**config.mk**
```make
export PLATFORM = sky130hd
export DESIGN_NAME = udp_rx_parser
export DESIGN_NICKNAME = d
export VERILOG_FILES = /design/src/rtl/udp_rx_pkg.sv /design/src/rtl/ip_csum_check.sv /design/src/rtl/udp_rx_parser.sv
export SDC_FILE = /design/constraint.sdc
export NUM_CORES = 1
export LEC_CHECK = 0
export CORE_ASPECT_RATIO = 1.4
export CORE_MARGIN = 4
export CORE_UTILIZATION = 55
export CTS_BUF_LIST = sky130_fd_sc_hd__clkbuf_8
export CTS_CLUSTER_SIZE = 10
export DETAILED_ROUTE_END_ITERATION = 8
export HOLD_SLACK_MARGIN = 0.08
export PLACE_DENSITY_LB_ADDON = 0.25
export SLEW_MARGIN = 20
export SYNTH_ARGS = -nofsm -noshare
export SYNTH_HDL_FRONTEND = slang
export SYNTH_HIERARCHICAL = 1
export SYNTH_SLANG_ARGS = --single-unit
```
**constraint.sdc**
```tcl
create_clock -name clk_i -period 4.3 [get_ports clk_i]
set_input_delay 0.645 -clock clk_i [delete_from_list [all_inputs] [get_ports clk_i]]
set_output_delay 0.645 -clock clk_i [all_outputs]
set_load 0.05 [all_outputs]
```
**src/rtl/udp_rx_pkg.sv**
```systemverilog
// Shared state encoding and protocol constants for the UDP receive path.
package udp_rx_pkg;

    typedef enum logic [2:0] {
        IDLE,
        PREAMBLE,
        ETH_HDR,
        IP_HDR,
        UDP_HDR,
        PAYLOAD,
        DRAIN
    } rxState_e;

    localparam logic [7:0]  ETH_HDR_LEN    = 8'd14;
    localparam logic [7:0]  IP_HDR_LEN     = 8'd20;
    localparam logic [7:0]  UDP_HDR_LEN    = 8'd8;
    localparam logic [15:0] ETHERTYPE_IPV4 = 16'h0800;
    localparam logic [7:0]  IP_PROTO_UDP   = 8'd17;
    localparam logic [7:0]  IP_VER_IHL     = 8'h45;
    localparam logic [7:0]  SFD            = 8'hD5;
    localparam logic [7:0]  PREAMBLE_BYTE  = 8'h55;
    localparam logic [7:0]  MAX_PREAMBLE   = 8'd7;

    // Byte 0 is the least significant byte of the word.
    function automatic logic [7:0] getByte(input logic [47:0] word, input logic [2:0] sel);
        return word[{sel, 3'b000} +: 8];
    endfunction

endpackage

```
**src/rtl/ip_csum_check.sv**
```systemverilog
// Byte-serial IPv4 header checksum accumulator; ok_o reports whether the running
// ones-complement sum including the current low byte equals 0xFFFF.
module ip_csum_check (
    input  logic       clk_i,
    input  logic       rstn_i,
    input  logic       clear_i,
    input  logic       byte_valid_i,
    input  logic [7:0] byte_i,
    output logic       ok_o
);

    logic [15:0] sum_q;
    logic [7:0]  hi_q;
    logic        phase_q;
    logic [16:0] wordSum;
    logic [15:0] sum_d;

    // End-around carry is folded on every word so the sum never exceeds 16 bits.
    assign wordSum = {1'b0, sum_q} + {1'b0, hi_q, byte_i};
    assign sum_d   = wordSum[15:0] + {15'd0, wordSum[16]};
    assign ok_o    = phase_q && (sum_d == 16'hFFFF);

    always_ff @(posedge clk_i or negedge rstn_i) begin
        if (!rstn_i) begin
            sum_q   <= '0;
            hi_q    <= '0;
            phase_q <= 1'b0;
        end else if (clear_i) begin
            sum_q   <= '0;
            phase_q <= 1'b0;
        end else if (byte_valid_i) begin
            if (!phase_q) begin
                hi_q    <= byte_i;
                phase_q <= 1'b1;
            end else begin
                sum_q   <= sum_d;
                phase_q <= 1'b0;
            end
        end
    end

endmodule

```
**src/rtl/udp_rx_parser.sv**
```systemverilog
// Receive-side UDP/IPv4 parser: strips preamble and headers from the GMII stream,
// filters on local MAC/IP/port and streams the datagram payload one byte per clock.
module udp_rx_parser
    import udp_rx_pkg::*;
#(
    parameter logic [47:0] LOCAL_MAC  = 48'h02_00_00_00_00_01,
    parameter logic [31:0] LOCAL_IP   = 32'hC0A8_0180,
    parameter logic [15:0] LOCAL_PORT = 16'd4096
) (
    input  logic        clk_i,
    input  logic        rstn_i,
    input  logic        rx_dv_i,
    input  logic        rx_er_i,
    input  logic [7:0]  rx_data_i,
    output logic [7:0]  udp_rx_data_o,
    output logic        udp_rx_valid_o,
    output logic        udp_rx_last_o,
    output logic        udp_rx_abort_o,
    output logic [15:0] udp_rx_src_port_o,
    output logic [15:0] udp_rx_len_o,
    output logic        pkt_drop_o,
    output logic [15:0] pkt_count_o
);

    logic [1:0]  rstSync_q;
    logic        rstnInt;
    rxState_e    state_q;
    logic [7:0]  idx_q;
    logic [7:0]  prevByte_q;
    logic        macUcast_q;
    logic        macBcast_q;
    logic        ipMatch_q;
    logic [15:0] srcPort_q;
    logic [15:0] len_q;
    logic [15:0] cnt_q;
    logic [7:0]  data_q;
    logic        valid_q;
    logic        last_q;
    logic        abort_q;
    logic        drop_q;
    logic [15:0] outSrcPort_q;
    logic [15:0] outLen_q;
    logic [15:0] pktCount_q;

    logic [15:0] word;
    logic [7:0]  macByte;
    logic [7:0]  ipByte;
    logic        ucastOk;
    logic        bcastOk;
    logic        ipOk;
    logic        csumOk;
    logic        hdrBad;
    logic        hdrLast;

    // Reset asserts immediately but releases only on a clock edge.
    always_ff @(posedge clk_i or negedge rstn_i) begin
        if (!rstn_i) rstSync_q <= 2'b00;
        else         rstSync_q <= {rstSync_q[0], 1'b1};
    end
    assign rstnInt = rstSync_q[1];

    ip_csum_check u_csum (
        .clk_i        (clk_i),
        .rstn_i       (rstnInt),
        .clear_i      (state_q != IP_HDR),
        .byte_valid_i (state_q == IP_HDR && rx_dv_i && !rx_er_i),
        .byte_i       (rx_data_i),
        .ok_o         (csumOk)
    );

    assign word    = {prevByte_q, rx_data_i};
    assign macByte = getByte(LOCAL_MAC, 3'd5 - idx_q[2:0]);
    assign ipByte  = getByte({16'h0000, LOCAL_IP}, 3'd3 - idx_q[2:0]);
    assign ucastOk = macUcast_q && (rx_data_i == macByte);
    assign bcastOk = macBcast_q && (rx_data_i == 8'hFF);
    assign ipOk    = ipMatch_q && (rx_data_i == ipByte);

    always_comb begin
        hdrBad  = 1'b0;
        hdrLast = 1'b0;
        unique case (state_q)
            ETH_HDR: begin
                hdrLast = (idx_q == ETH_HDR_LEN - 8'd1);
                hdrBad  = (idx_q == 8'd5 && !(ucastOk || bcastOk)) ||
                          (hdrLast && word != ETHERTYPE_IPV4);
            end
            IP_HDR: begin
                hdrLast = (idx_q == IP_HDR_LEN - 8'd1);
                hdrBad  = (idx_q == 8'd0 && rx_data_i != IP_VER_IHL) ||
                          (idx_q == 8'd7 && (word & 16'h3FFF) != 16'h0000) ||
                          (idx_q == 8'd9 && rx_data_i != IP_PROTO_UDP) ||
                          (hdrLast && !(ipOk && csumOk));
            end
            UDP_HDR: begin
                hdrLast = (idx_q == UDP_HDR_LEN - 8'd1);
                hdrBad  = (idx_q == 8'd3 && word != LOCAL_PORT) ||
                          (idx_q == 8'd5 && word < 16'd9);
            end
            default: ;
        endcase
    end

    always_ff @(posedge clk_i or negedge rstnInt) begin
        if (!rstnInt) begin
            state_q      <= IDLE;
            idx_q        <= '0;
            prevByte_q   <= '0;
            macUcast_q   <= 1'b0;
            macBcast_q   <= 1'b0;
            ipMatch_q    <= 1'b0;
            srcPort_q    <= '0;
            len_q        <= '0;
            cnt_q        <= '0;
            data_q       <= '0;
            valid_q      <= 1'b0;
            last_q       <= 1'b0;
            abort_q      <= 1'b0;
            drop_q       <= 1'b0;
            outSrcPort_q <= '0;
            outLen_q     <= '0;
            pktCount_q   <= '0;
        end else begin
            valid_q    <= 1'b0;
            last_q     <= 1'b0;
            abort_q    <= 1'b0;
            drop_q     <= 1'b0;
            prevByte_q <= rx_data_i;
            unique case (state_q)
                IDLE: begin
                    idx_q <= '0;
                    if (rx_dv_i) state_q <= (rx_data_i == PREAMBLE_BYTE) ? PREAMBLE : DRAIN;
                end
                PREAMBLE: begin
                    if (!rx_dv_i) begin
                        state_q <= IDLE;
                    end else if (!rx_er_i && rx_data_i == SFD) begin
                        state_q    <= ETH_HDR;
                        idx_q      <= '0;
                        macUcast_q <= 1'b1;
                        macBcast_q <= 1'b1;
                    end else if (!rx_er_i && rx_data_i == PREAMBLE_BYTE &&
                                 idx_q < MAX_PREAMBLE - 8'd1) begin
                        idx_q <= idx_q + 8'd1;
                    end else begin
                        state_q <= DRAIN;
                    end
                end
                ETH_HDR, IP_HDR, UDP_HDR: begin
                    if (!rx_dv_i) begin
                        state_q <= IDLE;
                        drop_q  <= 1'b1;
                    end else if (rx_er_i || hdrBad) begin
                        state_q <= DRAIN;
                        drop_q  <= 1'b1;
                    end else begin
                        idx_q <= idx_q + 8'd1;
                        if (state_q == ETH_HDR && idx_q < 8'd6) begin
                            macUcast_q <= ucastOk;
                            macBcast_q <= bcastOk;
                        end
                        if (state_q == IP_HDR && idx_q >= 8'd16) ipMatch_q <= ipOk;
                        if (state_q == UDP_HDR && idx_q == 8'd1) srcPort_q <= word;
                        if (state_q == UDP_HDR && idx_q == 8'd5) len_q <= word;
                        if (hdrLast) begin
                            idx_q <= '0;
                            if (state_q == ETH_HDR) begin
                                state_q   <= IP_HDR;
                                ipMatch_q <= 1'b1;
                            end else if (state_q == IP_HDR) begin
                                state_q <= UDP_HDR;
                            end else begin
                                state_q      <= PAYLOAD;
                                cnt_q        <= len_q - {8'd0, UDP_HDR_LEN};
                                outSrcPort_q <= srcPort_q;
                                outLen_q     <= len_q - {8'd0, UDP_HDR_LEN};
                            end
                        end
                    end
                end
                PAYLOAD: begin
                    if (!rx_dv_i || rx_er_i) begin
                        state_q <= rx_dv_i ? DRAIN : IDLE;
                        abort_q <= 1'b1;
                        drop_q  <= 1'b1;
                    end else begin
                        data_q  <= rx_data_i;
                        valid_q <= 1'b1;
                        if (cnt_q == 16'd1) begin
                            last_q     <= 1'b1;
                            pktCount_q <= pktCount_q + 16'd1;
                            state_q    <= DRAIN;
                        end else begin
                            cnt_q <= cnt_q - 16'd1;
                        end
                    end
                end
                DRAIN: begin
                    idx_q <= '0;
                    if (!rx_dv_i) state_q <= IDLE;
                end
                default: state_q <= IDLE;
            endcase
        end
    end

    assign udp_rx_data_o     = data_q;
    assign udp_rx_valid_o    = valid_q;
    assign udp_rx_last_o     = last_q;
    assign udp_rx_abort_o    = abort_q;
    assign udp_rx_src_port_o = outSrcPort_q;
    assign udp_rx_len_o      = outLen_q;
    assign pkt_drop_o        = drop_q;
    assign pkt_count_o       = pktCount_q;

endmodule
```
==> results.toml <==
[power_and_ir_drop]
p_seq_share_pct = 37.0
vdd_drop_max_uv = 352
internal-power_mw = 3.30
switchingPower_mw = 2.34
power.density_mw_per_mm2 = 489
p_comb_share_pct = 44.7
p_leak_nw = 5.26
swShare_pct = 41.6
clock_power_share_pct = 18.4

[clock_network]
cts_tree = "built"
clock_latency_ps = 470
clkSinkCount = 157
cts_buffers = 17
htreeDepth = 4
clk_pin_slew_ps = 90
cts_max_path_buffers = 2
hold_buffers = 0
cts-root-buf = "clkbuf_8"

[floorplanning]
dieArea_mm2 = 0.0187
die_x_um = 117
placementRows = 55
coreArea_mm2 = 0.0162
start_util_pct = 56.2
io-pin-count = 72
die_h_um = 160

[yosys]
synth_seq_area_share_pct = 43.2
ys_types = 84
synth_flop_cell = "dfrtp_1"
ys_ff_latch = 157
synth-edff-count = 0
syn_area_mm2 = 0.00910
synthesis.nets = 937
syn_area_per_cell_um2 = 10.2
yosys_warnings = 6
ys_async_sr_fraction_pct = 100
postSynthCellCount = 896

[drt]
num_vias = 7818
drt_iter0_markers = 506
ant_nets = 0
vias_per_cell = 6.05
drt_wl_total_mm = 24.9
drc = 0
first_pass_iters = 5
wl_per_cell_um = 19.3

[run]
drv_cap = 0

[worst_setup_path]
critPathLaunch = "rx_data_i[0]"
critical_path.endpoint_type = "flop"
cp_max_fo = 17
required_ps = 4660
worstSetupPathType = "in -> reg"
reg2reg_from = "u_csum/sum_q[0]"
worst_ep_arrival_time_ps = 6010
crit_path_start_kind = "input port"
cp_slowest_cell = "fa_2"
max_stage_delay_ps = 350

[global_routing]
busiest_layer = "met2"
use_met2_pct = 49.7
use_met1_pct = 29.6
antenna_found_initial = 0
grt-ovfl-total = 0
grt_pass1_wl_mm = 40.4
track_usage_pct = 27.3
grt_max_degree = 100
first_global_vias = 8104
grt_util_met3_pct = 5.04

[placed_design]
port_buffers = 71
dp.final_hpwl_mm = 17.9
placed_area_mm2 = 0.0108
routabilityCongestion = 0.974
dp_cells = 1240

[sta]
rsz0062_at_grt = "true"
worst_pin_slew_ps = 855
fin_crit_sh_pct = 131
timing.slew.headroom_pct = 42.7
layout_min_cycle_time_ps = 5640
setup_violations = 95
fin_ws_ps = -1340
max_freq_mhz = 177
hold_viol = 0
report.final.slew_viol_count = 0
final.setup_skew_ps = 13.3

[outcome]
status = "finished with violations"
violations = "negative setup slack"

[finish]
diodes = 0
final_nets = 1122
postLayoutCellArea_mm2 = 0.0115
fin_cells = 1293
area_growth_pct = 26.8
drive_gt1_share_pct = 27.1

[min_path]
worstHoldPathType = "in -> async"
## cells in the mapped netlist (5+ instances only)
cell	n	share of area (%)
inv_1	30	1.2
nor2b_1	12	0.83
nor3b_1	8	0.66
o22ai_1	9	0.62
a211oi_1	7	0.58
and3_1	18	1.2
a22oi_1	7	0.58
a21o_1	6	0.50
or3_1	5	0.34
xor2_1	18	1.7
nor4_1	13	0.89
dfrtp_1	157	43
nor3_1	22	1.2
o21a_1	6	0.50
ha_1	28	3.9
a22o_1	14	1.3
nand4b_1	6	0.58
mux2_4	29	4.8
mux2_2	44	5.4
clkbuf_1	27	1.1
o21ai_0	54	3.0
nand4_1	13	0.89
or4_1	8	0.66
xnor2_1	33	3.2
o31ai_1	12	0.99
nand2_1	82	3.4
nand2b_1	10	0.69
o211ai_1	5	0.41
a31oi_1	6	0.41
nor2_1	66	2.7
nand3_1	21	1.2
a21oi_1	27	1.5
## worst max-delay path: cells and delay by family
family / cells / cell delay [ps]
AO/OA/AOI/OAI: 9 / 1360
adder cells (fa/ha/maj): 3 / 700
multiplexers: 1 / 320
XOR/XNOR: 1 / 200
AND/OR/NAND/NOR: 10 / 2100
buffers and inverters: 5 / 700
## power by group through the flow
| stage | Sequential [mW] | Combinational [mW] | Clock [mW] |
|---|---|---|---|
| 4_1_cts | 2.07 | 2.43 | 1.06 |
| 3_3_place_gp | 2.08 | 2.28 | 0 |
| 3_5_place_dp | 2.09 | 2.34 | 0 |
| 2_1_floorplan | 2.12 | 1.54 | 0 |
| 5_1_grt | 2.13 | 2.75 | 1.11 |
| 6_report | 2.09 | 2.52 | 1.04 |
## placed cells by master, fill, tap and decap left out, types with 21 or more instances in the layout
cell type / instances
dfrtp_1: 156
buf_4: 125
nand2_1: 82
clkdlybuf4s50_1: 68
nor2_1: 66
mux2_2: 42
o21ai_0: 34
xnor2_1: 32
mux2_4: 31
inv_1: 29
ha_1: 24
a21oi_1: 23
nor3_1: 22
nand3_1: 21
## routing by layer
metal / up-vias / share of wire (%)
met5: - / 0
met4: 0 / 4.9
met3: 102 / 4.6
met2: 271 / 54
met1: 3794 / 36
li1: 3651 / -
## timing repair
action	in CTS	in global routing
buffers inserted	12	5
pin swaps	12	5
resized for setup	28	27
gates cloned	3	1
endpoints found under the setup margin	100	96
## final timing paths
check	to	slack, ps	cells past startpoint
worst min-delay path	rstSync_q[0]	320	1
min in group clk_i	rstSync_q[1]	360	0
max in group asynchronous	cnt_q[4]	2940	1
worst max-delay path	udp_rx_src_port_o[7]	-1340	29
worst min register to register	rstSync_q[1]	360	0
worst max register to register	udp_rx_src_port_o[7]	-1330	28
## cells by family (layout without fill, tap and decap cells)
family	after synthesis	in the layout	synth area share, %
multiplexers	76	76	10.6
adder cells (fa/ha/maj)	29	29	4.07
buffers and inverters	72	269	3.89
other	1	1	0.0412
AND/OR/NAND/NOR	315	316	18.4
flip-flops	157	157	43.2
XOR/XNOR	52	52	5.21
AO/OA/AOI/OAI	194	194	14.7
## stage by stage
step / utilization, % / setup WS, ps / power [mW] / setup TNS, ps / hold WS (ps)
final: 71.3 / -1340 / 5.64 / -116400 / 325
after global routing: 71.3 / -1560 / 6.00 / -137650 / 307
after CTS: 70.4 / -1200 / 5.56 / -105710 / 301
after detailed placement: 66.9 / -2260 / 4.44 / -202980 / 337
after global placement: 66.9 / -2200 / 4.36 / -197100 / 339
after floorplan: - / -1590 / 3.66 / -124210 / 331
## sequential cells by signal (all words and copies together), names as in the netlist, 2 cells and up
| name | count |
|---|---|
| udp_rx_src_port_o | 16 |
| idx_q | 8 |
| u_csum/sum_q | 16 |
| len_q | 16 |
| cnt_q | 16 |
| srcPort_q | 16 |
| rstSync_q | 2 |
| pkt_count_o | 16 |
| udp_rx_data_o | 8 |
| udp_rx_len_o | 16 |
| u_csum/hi_q | 8 |
| prevByte_q | 8 |
| state_q | 3 |
## area by class of cell
| cell class | instances | area (um^2) |
|---|---|---|
| Clock buffer | 19 | 262 |
| Clock inverter | 13 | 105 |
| Fill cell | 1219 | 4640 |
| Inverter | 31 | 116 |
| Multi-Input combinational cell | 668 | 5030 |
| Sequential cell | 157 | 3930 |
| Tap cell | 199 | 249 |
| Timing Repair Buffer | 206 | 1840 |
(Power assumes the default switching activity.)
